## src/rtl/uart_bus_interface_pkg.sv

```systemverilog
// ----------------------------------------------------------------------------
// uart_defs : shared definitions for the memory-mapped UART slave.
//   - register offsets (wAddress[3:2])
//   - STATUS register bit positions
//   - TX / RX state encodings
//   - minimum effective bit divisor and the clamp helper
// ----------------------------------------------------------------------------
package uart_defs;

    localparam logic [1:0] REG_TXDATA  = 2'd0;
    localparam logic [1:0] REG_RXDATA  = 2'd1;
    localparam logic [1:0] REG_STATUS  = 2'd2;
    localparam logic [1:0] REG_DIVISOR = 2'd3;

    localparam int ST_TX_FULL   = 0;
    localparam int ST_TX_EMPTY  = 1;
    localparam int ST_RX_VALID  = 2;
    localparam int ST_RX_OVR    = 3;
    localparam int ST_TX_BUSY   = 4;
    localparam int ST_FRAME_ERR = 5;

    localparam logic [15:0] MIN_DIV = 16'd3;

    typedef enum logic [1:0] {
        TX_IDLE  = 2'd0,
        TX_START = 2'd1,
        TX_DATA  = 2'd2,
        TX_STOP  = 2'd3
    } txState_t;

    typedef enum logic [1:0] {
        RX_IDLE  = 2'd0,
        RX_START = 2'd1,
        RX_DATA  = 2'd2,
        RX_STOP  = 2'd3
    } rxState_t;

    // Divisors below MIN_DIV leave too few clocks for the half-bit RX search.
    function automatic logic [15:0] effDivisor(input logic [15:0] div);
        return (div < MIN_DIV) ? MIN_DIV : div;
    endfunction

endpackage

```

## src/rtl/uart_bus_interface_if.sv

```systemverilog
// ----------------------------------------------------------------------------
// uart_bus_if : CPU data-bus transaction bundle.
//   master : drives strobes, byte lanes, address and write data; reads wReadData
//   slave  : the reverse (used by uart_bus_interface)
// ----------------------------------------------------------------------------
interface uart_bus_if;
    logic        wReadEnable;
    logic        wWriteEnable;
    logic [3:0]  wByteEnable;
    logic [31:0] wAddress;
    logic [31:0] wWriteData;
    logic [31:0] wReadData;

    modport master (
        output wReadEnable, wWriteEnable, wByteEnable, wAddress, wWriteData,
        input  wReadData
    );

    modport slave (
        input  wReadEnable, wWriteEnable, wByteEnable, wAddress, wWriteData,
        output wReadData
    );
endinterface

```

## src/rtl/uart_bus_interface_tx_fifo.sv

```systemverilog
// ----------------------------------------------------------------------------
// uart_tx_fifo : DEPTH x 8 synchronous FIFO for transmit bytes.
//   iCLK, iRST (async, active-low)
//   iPush/iPushData : enqueue; accepted when not full, or when full and
//                     a pop happens in the same cycle
//   iPop            : dequeue (ignored when empty)
//   oHeadData       : combinational head entry
//   oFull, oEmpty   : occupancy flags
// ----------------------------------------------------------------------------
module uart_tx_fifo #(
    parameter int DEPTH = 8
) (
    input  logic       iCLK,
    input  logic       iRST,
    input  logic       iPush,
    input  logic [7:0] iPushData,
    input  logic       iPop,
    output logic [7:0] oHeadData,
    output logic       oFull,
    output logic       oEmpty
);
    localparam int AW = $clog2(DEPTH);

    logic [7:0]  mem [DEPTH];
    logic [AW:0] wrPtr;
    logic [AW:0] rdPtr;
    logic        pushOk;
    logic        popOk;

    // Extra MSB distinguishes full from empty when the index bits match.
    assign oEmpty = (wrPtr == rdPtr);
    assign oFull  = (wrPtr[AW] != rdPtr[AW]) && (wrPtr[AW-1:0] == rdPtr[AW-1:0]);

    assign popOk  = iPop && !oEmpty;
    assign pushOk = iPush && (!oFull || popOk);

    assign oHeadData = mem[rdPtr[AW-1:0]];

    always_ff @(posedge iCLK or negedge iRST) begin
        if (!iRST) begin
            wrPtr <= '0;
            rdPtr <= '0;
        end else begin
            if (pushOk) wrPtr <= wrPtr + 1'b1;
            if (popOk)  rdPtr <= rdPtr + 1'b1;
        end
    end

    always_ff @(posedge iCLK) begin
        if (pushOk) mem[wrPtr[AW-1:0]] <= iPushData;
    end
endmodule

```

## src/rtl/uart_bus_interface.sv

```systemverilog
// ----------------------------------------------------------------------------
// uart_bus_interface : memory-mapped 8N1 UART slave.
//   iCLK  : core clock          iRST : async active-low reset
//   bus   : uart_bus_if.slave (one-cycle read/write, combinational read data)
//   iRX   : async serial input  oTX  : serial output (idle high)
//   oIRQ  : high while a received byte is waiting
// Registers: 0x0 TXDATA, 0x4 RXDATA, 0x8 STATUS, 0xC DIVISOR.
// ----------------------------------------------------------------------------
module uart_bus_interface
    import uart_defs::*;
#(
    parameter logic [31:0] BASE_ADDR = 32'hFF20_0000,
    parameter int          TX_DEPTH  = 8,
    parameter logic [15:0] DIV_RESET = 16'd433
) (
    input  logic       iCLK,
    input  logic       iRST,
    uart_bus_if.slave  bus,
    input  logic       iRX,
    output logic       oTX,
    output logic       oIRQ
);
    // ---------------- bus decode ----------------
    logic       sel;
    logic [1:0] regSel;
    logic       txPush, rxReadClr, statusWr;

    assign sel       = (bus.wAddress[31:4] == BASE_ADDR[31:4]);
    assign regSel    = bus.wAddress[3:2];
    assign txPush    = bus.wWriteEnable && sel && (regSel == REG_TXDATA) && bus.wByteEnable[0];
    assign rxReadClr = bus.wReadEnable && sel && (regSel == REG_RXDATA);
    assign statusWr  = bus.wWriteEnable && sel && (regSel == REG_STATUS) && bus.wByteEnable[0];

    logic unusedBits;
    assign unusedBits = &{1'b0, bus.wWriteData[31:16], bus.wAddress[1:0], bus.wByteEnable[3:2]};

    // ---------------- divisor ----------------
    logic [15:0] divisor;
    logic [15:0] effDiv;
    assign effDiv = effDivisor(divisor);

    always_ff @(posedge iCLK or negedge iRST) begin
        if (!iRST) begin
            divisor <= DIV_RESET;
        end else if (bus.wWriteEnable && sel && (regSel == REG_DIVISOR)) begin
            if (bus.wByteEnable[0]) divisor[7:0]  <= bus.wWriteData[7:0];
            if (bus.wByteEnable[1]) divisor[15:8] <= bus.wWriteData[15:8];
        end
    end

    // ---------------- TX FIFO ----------------
    logic [7:0] fifoHead;
    logic       fifoFull, fifoEmpty, txPop;

    uart_tx_fifo #(.DEPTH(TX_DEPTH)) uTxFifo (
        .iCLK      (iCLK),
        .iRST      (iRST),
        .iPush     (txPush),
        .iPushData (bus.wWriteData[7:0]),
        .iPop      (txPop),
        .oHeadData (fifoHead),
        .oFull     (fifoFull),
        .oEmpty    (fifoEmpty)
    );

    // ---------------- TX FSM ----------------
    txState_t    txState, txNext;
    logic [15:0] txCnt, txCntNext;
    logic [2:0]  txBit, txBitNext;
    logic [7:0]  txShift;
    logic        txLoad, txShiftEn, txBusy;

    always_ff @(posedge iCLK or negedge iRST) begin
        if (!iRST) begin
            txState <= TX_IDLE;
            txCnt   <= '0;
            txBit   <= '0;
        end else begin
            txState <= txNext;
            txCnt   <= txCntNext;
            txBit   <= txBitNext;
        end
    end

    always_comb begin
        txNext    = txState;
        txCntNext = txCnt;
        txBitNext = txBit;
        txPop     = 1'b0;
        txLoad    = 1'b0;
        txShiftEn = 1'b0;
        unique case (txState)
            TX_IDLE: begin
                if (!fifoEmpty) begin
                    txNext    = TX_START;
                    txPop     = 1'b1;
                    txLoad    = 1'b1;
                    txCntNext = effDiv;
                end
            end
            TX_START: begin
                if (txCnt == '0) begin
                    txNext    = TX_DATA;
                    txCntNext = effDiv;
                    txBitNext = '0;
                end else begin
                    txCntNext = txCnt - 1'b1;
                end
            end
            TX_DATA: begin
                if (txCnt == '0) begin
                    txCntNext = effDiv;
                    txShiftEn = 1'b1;
                    if (txBit == 3'd7) txNext = TX_STOP;
                    else               txBitNext = txBit + 3'd1;
                end else begin
                    txCntNext = txCnt - 1'b1;
                end
            end
            TX_STOP: begin
                if (txCnt == '0) begin
                    // Chain straight into the next frame when data is queued.
                    if (!fifoEmpty) begin
                        txNext    = TX_START;
                        txPop     = 1'b1;
                        txLoad    = 1'b1;
                        txCntNext = effDiv;
                    end else begin
                        txNext = TX_IDLE;
                    end
                end else begin
                    txCntNext = txCnt - 1'b1;
                end
            end
            default: txNext = TX_IDLE;
        endcase
    end

    always_ff @(posedge iCLK) begin
        if (txLoad)         txShift <= fifoHead;
        else if (txShiftEn) txShift <= {1'b1, txShift[7:1]};
    end

    // Decoded from state flops, so reset forces the line high asynchronously.
    assign oTX    = (txState == TX_START) ? 1'b0 :
                    (txState == TX_DATA)  ? txShift[0] : 1'b1;
    assign txBusy = (txState != TX_IDLE);

    // ---------------- RX synchronizer ----------------
    logic rxMeta, rxSync, rxPrev;

    always_ff @(posedge iCLK or negedge iRST) begin
        if (!iRST) begin
            rxMeta <= 1'b1;
            rxSync <= 1'b1;
            rxPrev <= 1'b1;
        end else begin
            rxMeta <= iRX;
            rxSync <= rxMeta;
            rxPrev <= rxSync;
        end
    end

    // ---------------- RX FSM ----------------
    rxState_t    rxState, rxNext;
    logic [15:0] rxCnt, rxCntNext;
    logic [2:0]  rxBit, rxBitNext;
    logic [7:0]  rxShift, rxByte;
    logic        rxShiftEn, rxDone, rxErr;
    logic        rxValid, rxOverrun, rxFrameErr;

    always_ff @(posedge iCLK or negedge iRST) begin
        if (!iRST) begin
            rxState <= RX_IDLE;
            rxCnt   <= '0;
            rxBit   <= '0;
        end else begin
            rxState <= rxNext;
            rxCnt   <= rxCntNext;
            rxBit   <= rxBitNext;
        end
    end

    always_comb begin
        rxNext    = rxState;
        rxCntNext = rxCnt;
        rxBitNext = rxBit;
        rxShiftEn = 1'b0;
        rxDone    = 1'b0;
        rxErr     = 1'b0;
        unique case (rxState)
            RX_IDLE: begin
                if (rxPrev && !rxSync) begin
                    rxNext    = RX_START;
                    rxCntNext = effDiv >> 1;
                end
            end
            RX_START: begin
                if (rxCnt == '0) begin
                    // Mid start bit: a high line means the edge was a glitch.
                    if (!rxSync) begin
                        rxNext    = RX_DATA;
                        rxCntNext = effDiv;
                        rxBitNext = '0;
                    end else begin
                        rxNext = RX_IDLE;
                    end
                end else begin
                    rxCntNext = rxCnt - 1'b1;
                end
            end
            RX_DATA: begin
                if (rxCnt == '0) begin
                    rxShiftEn = 1'b1;
                    rxCntNext = effDiv;
                    if (rxBit == 3'd7) rxNext = RX_STOP;
                    else               rxBitNext = rxBit + 3'd1;
                end else begin
                    rxCntNext = rxCnt - 1'b1;
                end
            end
            RX_STOP: begin
                if (rxCnt == '0) begin
                    rxDone = rxSync;
                    rxErr  = !rxSync;
                    rxNext = RX_IDLE;
                end else begin
                    rxCntNext = rxCnt - 1'b1;
                end
            end
            default: rxNext = RX_IDLE;
        endcase
    end

    always_ff @(posedge iCLK) begin
        if (rxShiftEn) rxShift <= {rxSync, rxShift[7:1]};
        if (rxDone)    rxByte  <= rxShift;
    end

    // A completing byte wins over a same-cycle RXDATA read; overrun is only
    // flagged when the old byte was genuinely left unread.
    always_ff @(posedge iCLK or negedge iRST) begin
        if (!iRST) begin
            rxValid    <= 1'b0;
            rxOverrun  <= 1'b0;
            rxFrameErr <= 1'b0;
        end else begin
            if (rxDone)         rxValid <= 1'b1;
            else if (rxReadClr) rxValid <= 1'b0;

            if (rxDone && rxValid && !rxReadClr)            rxOverrun <= 1'b1;
            else if (statusWr && bus.wWriteData[ST_RX_OVR]) rxOverrun <= 1'b0;

            if (rxErr)                                         rxFrameErr <= 1'b1;
            else if (statusWr && bus.wWriteData[ST_FRAME_ERR]) rxFrameErr <= 1'b0;
        end
    end

    assign oIRQ = rxValid;

    // ---------------- read mux ----------------
    always_comb begin
        bus.wReadData = '0;
        if (bus.wReadEnable && sel) begin
            unique case (regSel)
                REG_RXDATA:  bus.wReadData = {23'b0, rxValid, rxByte};
                REG_STATUS: begin
                    bus.wReadData[ST_TX_FULL]   = fifoFull;
                    bus.wReadData[ST_TX_EMPTY]  = fifoEmpty;
                    bus.wReadData[ST_RX_VALID]  = rxValid;
                    bus.wReadData[ST_RX_OVR]    = rxOverrun;
                    bus.wReadData[ST_TX_BUSY]   = txBusy;
                    bus.wReadData[ST_FRAME_ERR] = rxFrameErr;
                end
                REG_DIVISOR: bus.wReadData = {16'b0, divisor};
                default:     bus.wReadData = '0;
            endcase
        end
    end
endmodule

```

## src/flat_wrapper.sv

```systemverilog
// flat-port wrapper written by rule: the top's interface ports become plain ports
module uart_bus_interface_flat import uart_defs::*;
#(
    parameter logic [31:0] BASE_ADDR = 32'hFF20_0000,
    parameter int          TX_DEPTH  = 8,
    parameter logic [15:0] DIV_RESET = 16'd433
)
  (iCLK, iRST, iRX, oTX, oIRQ, bus_wReadEnable, bus_wWriteEnable, bus_wByteEnable, bus_wAddress, bus_wWriteData, bus_wReadData);
  uart_bus_if bus_i ();
  input  logic iCLK;
  input  logic iRST;
  input  logic iRX;
  output logic oTX;
  output logic oIRQ;
  input wire logic [$bits(bus_i.wReadEnable)-1:0] bus_wReadEnable;
  input wire logic [$bits(bus_i.wWriteEnable)-1:0] bus_wWriteEnable;
  input wire logic [$bits(bus_i.wByteEnable)-1:0] bus_wByteEnable;
  input wire logic [$bits(bus_i.wAddress)-1:0] bus_wAddress;
  input wire logic [$bits(bus_i.wWriteData)-1:0] bus_wWriteData;
  output wire logic [$bits(bus_i.wReadData)-1:0] bus_wReadData;
  assign bus_i.wReadEnable = bus_wReadEnable;
  assign bus_i.wWriteEnable = bus_wWriteEnable;
  assign bus_i.wByteEnable = bus_wByteEnable;
  assign bus_i.wAddress = bus_wAddress;
  assign bus_i.wWriteData = bus_wWriteData;
  assign bus_wReadData = bus_i.wReadData;
  uart_bus_interface #(.BASE_ADDR(BASE_ADDR), .TX_DEPTH(TX_DEPTH), .DIV_RESET(DIV_RESET)) u_core (.iCLK(iCLK), .iRST(iRST), .bus(bus_i), .iRX(iRX), .oTX(oTX), .oIRQ(oIRQ));
endmodule
```

## config.mk

```make
export PLATFORM = sky130hd
export DESIGN_NAME = uart_bus_interface_flat
export DESIGN_NICKNAME = d
export VERILOG_FILES = /design/src/rtl/uart_bus_interface_pkg.sv /design/src/rtl/uart_bus_interface_if.sv /design/src/rtl/uart_bus_interface_tx_fifo.sv /design/src/rtl/uart_bus_interface.sv /design/src/flat_wrapper.sv
export SDC_FILE = /design/constraint.sdc
export NUM_CORES = 1
export LEC_CHECK = 0
export CORE_MARGIN = 5
export CORE_UTILIZATION = 29
export DETAILED_ROUTE_END_ITERATION = 10
export SYNTH_ARGS = -nofsm -noshare
export SYNTH_HDL_FRONTEND = slang
export SYNTH_SLANG_ARGS = --single-unit
```

## constraint.sdc

```tcl
create_clock -name iCLK -period 6 [get_ports iCLK]
set_input_delay 0.9 -clock iCLK [delete_from_list [all_inputs] [get_ports iCLK]]
set_output_delay 0.9 -clock iCLK [all_outputs]
set_load 0.02 [all_outputs]
```

[Word-level counts from Yosys, hierarchy flattened]
Memory sizes are Yosys's and may differ from the RTL's.
Index checks and enable logic that the tools add are counted.
Storage, ports and cells
  memories kept: 1
  bits of input ports: 73
  register bits after elaboration: 96
  logic and storage cells: 158
  memory bits (writable): 64
  output and inout port bits: 34
Operators by class
  eq/ne operators: 30
  muxes and demuxes: 60
  add/sub/neg operators: 6
  reductions and logical operators: 41
  magnitude comparators: 1
Memory list
  u_core.uTxFifo.mem: words 8, width 8, rd ports 1, clocked after memory_dff 0, wr ports 1, line uart_bus_interface_tx_fifo.sv:24  | logic [7:0] mem [DEPTH];
Operators with widths (count)
  2-to-1 mux 16 bit: 9
  one-hot mux 16 bit (4 select lines): 1
  one-hot mux 16 bit (3 select lines): 1
  zero test 16 bit: 2
  2-to-1 mux 32 bit: 1
  subtractor 16 x 1 -> 16 bit (second input constant): 2
  equality test 28 bit (second input constant): 1
  2-to-1 mux 2 bit: 11
  2-to-1 mux 1 bit: 21
  2-to-1 mux 3 bit: 7
  one-hot mux 10 bit (2 select lines): 1
  != test 2 x 1 -> 1 bit (second input constant): 9
  one-hot mux 6 bit (3 select lines): 1
  logical AND 1 bit: 16
  less-than comparator 16 x 2 -> 1 bit (second input constant): 1
  2-to-1 mux 8 bit: 2
  one-hot mux 2 bit (4 select lines): 2
  AND reduction 5 bit: 3
  nonzero test 2 bit: 7
  equality test 2 bit (second input constant): 6
  one-hot mux 3 bit (2 select lines): 2
  != test 2 bit (second input constant): 5
  adder 4 x 1 -> 4 bit (second input constant): 2
  adder 3 x 1 -> 3 bit (second input constant): 2
  other kinds (14): 23

[Longest topological paths before layout]
  depth after elaboration: 9
  gate-level depth with buffers: 9
  depth with buffers taken out: 7

[Modules after synthesis]
A second synthesis with hierarchy kept.
Unflattened totals
  cells, all modules: 732
  area, all modules: 8664.6 um^2
By module, submodules not included
  uart_bus_interface: cells an instance 582, times used 1, area each 5721.7 um^2, sequential area each 2332.2 um^2
  uart_tx_fifo: cells an instance 150, times used 1, area each 2942.8 um^2, sequential area each 2122.0 um^2

[Worst setup path before layout]
OpenSTA, ideal clock, no wires.
  path kind: in2out
  start: in bus_wAddress[19]
  end: out bus_wReadData[0]
  required time: 5.100 ns
  arrival time: 2.888 ns
  path slack: 2.212 ns
  stages on the path: 6
  path buffers: 2
  path through: or4_1 or4_4 buf_6 or3_1 clkbuf_1 nor2_1
On the way
  word-level cells in the longest chain between the ends: 3
RTL lines
  start: declaration: line flat_wrapper.sv:18  | input wire logic [$bits(bus_i.wAddress)-1:0] bus_wAddress;
  equality test 28 bit: line uart_bus_interface.sv:28  | assign sel = (bus.wAddress[31:4] == BASE_ADDR[31:4]);
  logical AND 1 bit: line uart_bus_interface.sv:264  | if (bus.wReadEnable && sel) begin
  2-to-1 mux 32 bit: line uart_bus_interface.sv:264
  end: declaration: line flat_wrapper.sv:20  | output wire logic [$bits(bus_i.wReadData)-1:0] bus_wReadData;
Every way passes these cells.

[Worst setup path in the final report]
  start: in bus_wAddress[13]
  end: out bus_wReadData[6]
Same word-level chain as after synthesis.

==> flow_metrics.py <==
metrics = {
    "outcome": {
        "status": "complete, no violations",
    },
    "finish": {
        "finish.instance_area_um2": 9870,
        "final_net_count": 829,
        "drive_gt1_share_pct": 15.1,
        "fillCellCount": 2804,
        "layout-area-overhead-vs-synth_pct": 19.0,
        "num_antenna_cells": 0,
    },
    "grt": {
        "grt_pass1_vias": 5772,
        "grt_overflow": 0,
        "track_usage_pct": 12.7,
        "grt_first_pass_wirelength_um": 31800,
        "antenna_found_initial": 0,
        "grt_max_degree": 73,
    },
    "hold_path": {
        "hp-class": "reg2reg",
    },
    "logic_synthesis": {
        "synth_area_leader_cell": "edfxtp_1",
        "synth-seq-cells": 160,
        "syn-instance-count": 675,
        "synth_warnings": 0,
        "synthTopCellsByCount": "edfxtp_1, dfrtp_1, nand2_1",
        "synth-edff-count": 88,
        "synth_area_um2": 8290,
        "avgSynthCellArea_um2": 12.3,
        "synthMostInstantiatedCell": "edfxtp_1",
        "synth_ff_type": "edfxtp_1",
        "yosys-top-cells-area": "edfxtp_1, dfrtp_1, mux2_2",
        "synth.distinct_cells": 68,
        "synth_top_area_share_pct": 31.9,
        "async_reset_ff_share_pct": 45.0,
        "ys_seq_area_share_pct": 53.7,
    },
    "power_and_ir_drop": {
        "powerDensity_nw_per_um2": 328,
        "leakagePower_uw": 0.00374,
        "ir_worst_vdd_mv": 0.206,
    },
    "sta": {
        "max_freq_mhz": 202,
        "finalHoldViolCount": 0,
        "layout_setup_ws_ps": 1050,
        "maxSlewViolCount": 0,
        "layout_min_cycle_time_ps": 4950,
        "slew_headroom_pct": 32.6,
        "setup_viol": 0,
        "rsz0062_at_grt": "no",
        "whs_ps": 356,
        "timing.final.crit_share_pct": 82.6,
        "setup_tns_ps": 0,
        "tightest_slew_ps": 1010,
        "skew_ps": 7.60,
    },
    "clocking": {
        "holdBufCountCts": 0,
        "cts-resized-gates": 0,
        "cts_root_buf": "clkbuf_16",
        "h-tree-depth": 4,
        "clockBufferDepth": 2,
        "clk_pin_slew_ps": 60,
        "post_cts_buffers": 0,
        "cts_tree": "built",
        "clkSinkCount": 160,
        "clock_latency_ps": 430,
        "cts_buffers": 17,
    },
    "setup_path": {
        "crit_path_top_delay_cell": "or4_4",
        "critical_path_arrival_ps": 4050,
        "cp_slowest_stage_delay_ps": 700,
        "end_kind": "output port",
        "cpMostUsedCell": "clkdlybuf4s50_1",
        "crit_type": "in2out",
        "start_kind": "input pin",
        "crit_family": "simple AND/OR/NAND/NOR gates",
        "critPathBufInv": 2,
        "crit_fanout": 11,
        "required_ps": 5100,
        "path_cells": "clkdlybuf4s50_1, nor4b_1, nand4_1, or4_4, nor3_2, a22o_1, clkdlybuf4s50_1",
    },
    "die": {
        "die_width_um": 179,
        "start_util_pct": 29.1,
        "row_count": 62,
        "die_area_um2": 32100,
        "coreArea_um2": 28500,
        "die_h_um": 179,
        "pin_count": 107,
    },
    "place": {
        "hpwlAfterDp_um": 13200,
        "dp_slack_ps": 952,
        "gp_congestion": 0.794,
        "numPortBuffers": 70,
        "dpl_cell_area_um2": 9310,
    },
    "route": {
        "wire_per_inst_um": 17.4,
        "drt_iter0_markers": 470,
        "drc": 0,
        "vias": 5649,
        "drt_wl_total_um": 19700,
        "viasPerCell": 4.98,
        "drtPass1Iterations": 5,
        "ant_nets": 0,
    },
    "job": {
        "drv_cap": 0,
    },
}
-- cells in the final DEF (no fill, tap or decap), drive strengths merged, types with 12 or more instances in the layout --
cell type,n
edfxtp,88
clkdlybuf4s50,69
dfrtp,64
nand2,56
mux2,40
nor2,34
inv,30
ha,19
o21ai,19
xnor2,18
a22oi,18
clkbuf,18
mux2i,17
mux4,16
conb,16
nor4,15
o22ai,13
nor3,12
-- metal layers --
layer | GRT usage [%] | vias up | wire [um]
met5 | 0 | - | 0
met1 | 17.5 | 2827 | 9160
met4 | 4.82 | 0 | 418
met3 | 2.68 | 22 | 791
met2 | 19.8 | 122 | 9350
li1 | - | 2678 | -
-- flip-flops by register name, summed over array words and instances, names as in the netlist, 2 cells and up, named ones only --
register	count
u_core.divisor	16
u_core.rxBit	3
u_core.rxByte	8
u_core.rxCnt	16
u_core.rxShift	8
u_core.txBit	3
u_core.txCnt	16
u_core.txShift	8
u_core.txState	2
u_core.uTxFifo.mem	64
u_core.uTxFifo.rdPtr	4
u_core.uTxFifo.wrPtr	4
-- metrics by stage --
stage / instances / total power, uW / utilization [%]
detailed placement: 1102 / 2220 / 32.7
global placement: 1102 / 2210 / 32.7
finish: 1134 / 3240 / 34.7
global route: 1134 / 3410 / 34.7
floorplan: 690 / 1990 / -
CTS: 1134 / 3260 / 34.7
-- path summary, 6_finish.rpt --
path / startpoint / to / slack, ps / cells past startpoint
worst max register to register: u_core.txCnt[0] / u_core.uTxFifo.mem[3][5] / 2390 / 7
worst min-delay path: u_core.rxMeta / u_core.rxSync / 360 / 0
max in group asynchronous: iRST / u_core.uTxFifo.rdPtr[1] / 4760 / 1
min in group asynchronous: iRST / asynchronous set/reset pin / 630 / 1
worst max-delay path: bus_wAddress[13] / bus_wReadData[6] / 1050 / 7
worst min register to register: u_core.rxMeta / u_core.rxSync / 360 / 0
-- power by group --
| group | internal, uW | switching (uW) |
|---|---|---|
| Combinational | 359 | 530 |
| Sequential | 1230 | 82.8 |
| Clock | 546 | 490 |
| Total | 2130 | 1100 |
-- area by class of cell --
class,count,area [um^2],share of cell area [%]
flip-flops and latches,160,4450,45.1
multi-input cells,460,3550,36.0
repair buffers,75,736,7.46
well taps,384,480,4.87
clock buffers,18,429,4.35
clock inverters,14,128,1.29
inverters,23,86.3,0.875
-- cells by family (layout without fill, tap and decap cells) --
group	after synthesis	in the layout	share of synthesized area, %
fa+ha+maj	19	19	2.87
flops	160	160	53.7
compound gates	128	128	11.1
buf+inv	70	130	4.10
simple gates	196	196	13.3
other cells	1	16	0.0452
mux	73	73	11.8
xor+xnor	28	28	2.96
Power figures use the tool's default switching activity.
